==> config.mk <==
export PLATFORM = sky130hd
export DESIGN_NAME = stump_sequencer
export DESIGN_NICKNAME = d
export VERILOG_FILES = /design/src/rtl/stump_pkg.sv /design/src/rtl/stump_sequencer.sv
export SDC_FILE = /design/constraint.sdc
export NUM_CORES = 1
export LEC_CHECK = 0
export CORE_MARGIN = 2
export CORE_UTILIZATION = 43
export DETAILED_ROUTE_END_ITERATION = 10
export HOLD_SLACK_MARGIN = 0.03
export PLACE_DENSITY = 0.85
export SLEW_MARGIN = 20
export SYNTH_ARGS = -nofsm -noshare
export SYNTH_HDL_FRONTEND = slang
export SYNTH_SLANG_ARGS = --single-unit
==> constraint.sdc <==
create_clock -name clk -period 1.7 [get_ports clk]
set_input_delay 0.17 -clock clk [delete_from_list [all_inputs] [get_ports clk]]
set_output_delay 0.17 -clock clk [all_outputs]
set_load 0.03 [all_outputs]
==> src/rtl/stump_pkg.sv <==
// Shared Stump definitions.
//
// Holds the phase codes the sequencer sends to the control decoder and the
// opcode field values the sequencer needs to recognise. Both the sequencer
// and the decoder import this package, so the encodings live in one place.
package stump_pkg;

    // Phase codes carried on the sequencer's 'state' output.
    localparam logic [1:0] PHASE_FETCH   = 2'b00;
    localparam logic [1:0] PHASE_EXECUTE = 2'b01;
    localparam logic [1:0] PHASE_MEMORY  = 2'b10;

    // Instruction register bits [15:13] for a load/store.
    localparam logic [2:0] OP_LDST = 3'b110;

    // True when the opcode field selects a load/store, which needs a
    // separate memory phase after execute.
    function automatic logic is_ldst(input logic [2:0] op);
        return op == OP_LDST;
    endfunction

endpackage : stump_pkg

==> src/rtl/stump_sequencer.sv <==
// Stump instruction sequencer.
//
// Walks each instruction through FETCH -> EXECUTE [-> MEMORY] and counts
// retirements. A halt request is honoured only at instruction boundaries;
// while halted, a step request runs exactly one instruction and returns to
// the halted state.
//
// Ports
//   clk         system clock, all state updates on the rising edge
//   rst_n       asynchronous active-low reset
//   mem_ready   memory handshake, 1 = current access completes this cycle
//   ir_op       instruction register bits [15:13]
//   halt_req    level request to halt at the next instruction boundary
//   step_req    one-cycle pulse, run one instruction while halted
//   state       phase code to the control decoder (FETCH/EXECUTE/MEMORY)
//   ir_en       instruction register load enable
//   commit      register-file / PC / CC write enable for this cycle
//   halted      1 while the core is halted
//   instr_count number of retired instructions, wraps at 16 bits
module stump_sequencer
    import stump_pkg::*;
(
    input  logic        clk,
    input  logic        rst_n,
    input  logic        mem_ready,
    input  logic [2:0]  ir_op,
    input  logic        halt_req,
    input  logic        step_req,
    output logic [1:0]  state,
    output logic        ir_en,
    output logic        commit,
    output logic        halted,
    output logic [15:0] instr_count
);

    // Internal encoding is private; the decoder only ever sees phase codes.
    typedef enum logic [1:0] {
        S_FETCH = 2'd0,
        S_EXEC  = 2'd1,
        S_MEM   = 2'd2,
        S_HALT  = 2'd3
    } seq_state_t;

    seq_state_t state_q;
    seq_state_t state_d;
    logic       step_mode_q;
    logic       step_mode_d;
    logic       boundary;

    // ------------------------------------------------------------------
    // State, step flag and retirement counter
    // ------------------------------------------------------------------
    // NOTE: sequential state uses non-blocking assignments so every
    // register samples the pre-edge values of the others.
    always_ff @(posedge clk or negedge rst_n) begin
        if (!rst_n) begin
            state_q     <= S_FETCH;
            step_mode_q <= 1'b0;
            instr_count <= 16'h0000;
        end else begin
            state_q     <= state_d;
            step_mode_q <= step_mode_d;
            if (boundary) begin
                // Natural 16-bit overflow gives the FFFF -> 0000 wrap.
                instr_count <= instr_count + 16'd1;
            end
        end
    end

    // ------------------------------------------------------------------
    // Next-state logic
    // ------------------------------------------------------------------
    // NOTE: every signal written here gets a default first, so no path
    // through the case can leave one unassigned and infer a latch.
    always_comb begin
        state_d     = state_q;
        step_mode_d = step_mode_q;
        boundary    = 1'b0;

        unique case (state_q)
            S_FETCH: begin
                if (mem_ready) begin
                    state_d = S_EXEC;
                end
            end

            S_EXEC: begin
                // Execute always lasts one cycle; only loads/stores need
                // the memory phase before they can retire.
                if (is_ldst(ir_op)) begin
                    state_d = S_MEM;
                end else begin
                    boundary = 1'b1;
                end
            end

            S_MEM: begin
                if (mem_ready) begin
                    boundary = 1'b1;
                end
            end

            S_HALT: begin
                // Dropping halt_req resumes free running; a step in the
                // same cycle is meaningless and is ignored.
                if (!halt_req) begin
                    state_d = S_FETCH;
                end else if (step_req) begin
                    step_mode_d = 1'b1;
                    state_d     = S_FETCH;
                end
            end

            default: begin
                state_d = S_FETCH;
            end
        endcase

        // Instruction boundary: the only place (besides S_HALT) where
        // halt_req is looked at, so an instruction is never cut short.
        if (boundary) begin
            step_mode_d = 1'b0;
            state_d     = (halt_req || step_mode_q) ? S_HALT : S_FETCH;
        end
    end

    // ------------------------------------------------------------------
    // Output decode
    // ------------------------------------------------------------------
    // Driven from the registered state and mem_ready only, so there is no
    // combinational route from halt_req or step_req to any output. Reset
    // forces the idle values even while the fetch handshake is active.
    always_comb begin
        state  = PHASE_FETCH;
        ir_en  = 1'b0;
        commit = 1'b0;
        halted = 1'b0;

        if (rst_n) begin
            unique case (state_q)
                S_FETCH: begin
                    state  = PHASE_FETCH;
                    ir_en  = mem_ready;
                    commit = mem_ready;
                end
                S_EXEC: begin
                    state  = PHASE_EXECUTE;
                    commit = 1'b1;
                end
                S_MEM: begin
                    state  = PHASE_MEMORY;
                    commit = mem_ready;
                end
                S_HALT: begin
                    state  = PHASE_FETCH;
                    halted = 1'b1;
                end
                default: begin
                    state = PHASE_FETCH;
                end
            endcase
        end
    end

endmodule : stump_sequencer

==> impl_results.md <==
* Clock Path Buffers at 2
* Syn-to-layout area delta at 40.48%
* # IOs at 29
* Slowest cell on crit path: dfrtp_1
* Clock power frac at a little under a tenth
* Share of layout cells above drive strength 1 at around 22%
* Final design utilization at 62.65%
* Leak Pwr at ~0.65 nW
* Non-filler instance count after layout at ~170
* Family with the most delay on the worst path: flip-flops
* Post-route setup slack at ~0.045 ns
* H-tree depth at 1
* Via Count at 960
* Setup violations, final at 0
* Cell repeated most along the worst path: nand4_1
* Critical Path Fanout Max at 7
* Initial antenna violation count at 0
* Startpoint types: flop
* Synthesized net count at ~120
* Clock Skews at approximately 0.0075 ns
* Die ar. at 2940 sq um
* Avg Inst Size Synth at ~11 sq um
* Crit path kind: reg -> reg
* Met2 Usage GRT at between 30% and 40%
* Total track usage at about a fifth
* Gr ovfl total at 0
* Max VDD drop at ~1.1 mV
* Die Y at roughly 54 um
* Net Sw Power at about 1.1 mW
* P_int at around 1.4 mW
* Vias in the first global route at 980
* Post-synth cell types at 33
* Relative slew slack at 77.81%
* Seq/Total Area, Yosys at between 40% and 50%
* Worst path required time at between 1.5 and 2 ns
* CTS tree: built
* Crit-path max cell delay at 0.41 ns
* Cell Pwr Density at 1586 nW/um^2
* Min Hold Slack at 0.1159 ns
* Switching Fraction at around 44%
* Placed cell area at 1451 sq um
* Status: finished clean
* Hold Buf Count CTS at 0
* Vias per cell at 5.581
* Buf/Inv on CP at 1
* Port Buf Inserts at 28
* Detailed Place HPWL at roughly 2 mm
* CP Depth at 6
* Initial Utilization at 44.60%
* Antenna Nets Post-Route at 0
* RR Startpoint: state_q[0]
* Reg2Reg Depth at 6
* Max Slew Vio Count at 0
* Drt total wl at roughly 2.6 mm
* Reg2reg setup slack at 0.05 ns
* Tmin final at roughly 1.7 ns
* Die X at between 50 and 60 um
* Synth Register Bits at 19
* Dpl cells at around 170
* Drt pass-1 iters at 4
* Layer with the highest usage: met2
* CP Data Arrival Time at 1.86 ns
* Initial drt markers at 7
* Mapped Area at 1085 sq um
* CTS Buf Count at 3
* Ys Warns at 0
* Final Cycle Share at 97.33%
* Largest net degree at the start of global routing at 17
* Seq pwr share at roughly 29%
* Worst Setup End Kind: flop
* Clock net sink count at 19
* Setup TNS at 0 ns
* Hold WC Path Type: in -> async
* Routed wire per std cell at between 15 and 20 um
* Met3 GRT Util at 4.645%
* Dpl ws at -0.06658 ns
* Least-Margin Pin Slew at about 0.33 ns
* Cells after Synth at 102
* RSZ-0062 raised after global routing: true
* Max Cap Viol at 0
* Final instance area at 1524 sq um
* Worst-Skew Late Latency at ~0.30 ns
* GR Layer Usage met1 at between 20% and 30%
* # diodes at 0
* CTS Root Cell: clkbuf_4
* GP Congestion at 0.8072
* Worst R2R End: instr_count[15]
* Total power at between 2 and 2.5 mW
* Worst-path clk slew at 0.11 ns
* Final Net Count at between 150 and 200
* First-pass GRT wire length at ~4.3 mm
* DRC errors left at 0
* Row cnt at 18
* Cell Chain, Critical Path: inv_2 > ha_4 > nand4_1 > o22ai_4 > nand4_1 > xnor2_1
* Final-layout fill cell count at between 200 and 250
* Logic gate share of total power at 61.5%
* Hold Vio Cnt, Final at 0
* Fmax at 604.4 MHz
* Total core area at about 2400 sq um
==> state kept, by name (all words and copies together) (netlist names) <==
name / cells
step_mode_q: 1
state_q: 2
instr_count: 16
==> how the worst max path moves through the flow <==
| stage | startpoint | end | slack (ns) |
|---|---|---|---|
| 2_1_floorplan | state_q[0] | instr_count[11] | 0.005 |
| 3_3_place_gp | state_q[0] | instr_count[15] | 0.05 |
| 3_5_place_dp | state_q[0] | instr_count[15] | -0.07 |
| 4_1_cts | state_q[0] | instr_count[15] | -0.004 |
| 5_1_grt | state_q[0] | instr_count[15] | -0.08 |
| 6_report | state_q[0] | instr_count[15] | 0.05 |
==> cells in the final DEF (no fill, tap or decap), types with 2 or more instances in the layout <==
| master | netlist | routed |
|---|---|---|
| ha_4 | 0 | 2 |
| and3_1 | 2 | 2 |
| nor2_1 | 3 | 3 |
| dfrtp_1 | 19 | 19 |
| nand3_1 | 7 | 7 |
| and2_1 | 4 | 4 |
| inv_2 | 0 | 2 |
| buf_4 | 0 | 14 |
| ha_1 | 7 | 4 |
| inv_1 | 7 | 5 |
| xnor2_1 | 14 | 14 |
| nand4_1 | 5 | 5 |
| clkbuf_4 | 0 | 3 |
| nand2_1 | 10 | 10 |
| clkdlybuf4s50_1 | 0 | 22 |
==> synth_stat cells <==
| cell type | number | area (sq um) |
|---|---|---|
| o2111a_1 | 1 | 11.26 |
| a311oi_1 | 1 | 8.760 |
| dfrtp_1 | 19 | 475.5 |
| a31oi_1 | 1 | 6.260 |
| mux2i_1 | 1 | 10.01 |
| buf_2 | 1 | 5.000 |
| nand2_1 | 10 | 37.54 |
| nand3_2 | 1 | 10.01 |
| and3b_4 | 1 | 12.51 |
| nand3_1 | 7 | 35.03 |
| a21oi_1 | 1 | 5.000 |
| o211ai_1 | 1 | 7.510 |
| o32ai_1 | 1 | 8.760 |
| and2_1 | 4 | 25.02 |
| nand3b_1 | 1 | 7.510 |
| a21o_1 | 1 | 7.510 |
| nand2b_4 | 1 | 13.76 |
| o32a_1 | 1 | 10.01 |
| nand2b_1 | 1 | 6.260 |
| o21a_1 | 1 | 7.510 |
| nor3_1 | 1 | 5.000 |
| o22ai_2 | 2 | 25.02 |
| mux2_1 | 1 | 11.26 |
| nor4_2 | 1 | 12.51 |
| a211oi_1 | 1 | 7.510 |
| and3_1 | 2 | 12.51 |
| o211ai_2 | 1 | 12.51 |
| inv_1 | 7 | 26.28 |
| nor2_1 | 3 | 11.26 |
| ha_1 | 7 | 87.58 |
| xnor2_1 | 14 | 122.6 |
| xor2_1 | 1 | 8.760 |
| nand4_1 | 5 | 31.28 |
==> metal layers <==
metal | vias up | part of all wire [%]
met5 | - | 0
met2 | 34 | 52
met4 | 0 | 3.3
met3 | 9 | 4.9
met1 | 475 | 40
li1 | 442 | -
==> layout make-up <==
type / count / area [sq um] / share of cell area, %
sequential: 19 / 475.5 / 31.20
clock buffer: 3 / 22.52 / 1.478
inverter: 7 / 26.28 / 1.724
multi-input combinational: 75 / 619.3 / 40.64
clock inverter: 1 / 5.005 / 0.3284
timing repair buffer: 37 / 337.8 / 22.17
tap: 30 / 37.54 / 2.463
==> logic make-up (layout without fill, tap and decap cells) <==
group	Yosys count	in the layout	synth area share [%]
xor+xnor	15	15	12.11
flops	19	19	43.83
simple gates	38	38	20.30
mux	2	2	1.961
buf+inv	8	48	2.884
fa+ha+maj	7	7	8.073
compound gates	13	13	10.84
==> repair_timing <==
action                     in CTS  in global routing
setup endpoints to repair      10                 16
setup buffers                   0                  1
gates resized for setup         3                  5
pin swaps                       1                  6
gates cloned                    0                  0
hold endpoints to repair        0                  0
==> power by group through the flow <==
stage	registers, mW	logic, mW	clock network [mW]
finish	0.701	1.49	0.230
global route	0.714	1.61	0.256
CTS	0.699	1.40	0.241
detailed placement	0.706	1.36	0
global placement	0.692	1.30	0
floorplan	0.840	0.731	0
==> worst reg2reg max path, delay by kind of cell (launching register included) <==
kind / cells / cell delay [ns]
AO/OA/AOI/OAI: 1 / 0.29
XOR/XNOR: 1 / 0.15
adder cells (fa/ha/maj): 1 / 0.31
buffers and inverters: 1 / 0.08
flip-flops: 1 / 0.41
AND/OR/NAND/NOR: 2 / 0.32
Note: power is estimated with default switching activity, not from simulation.
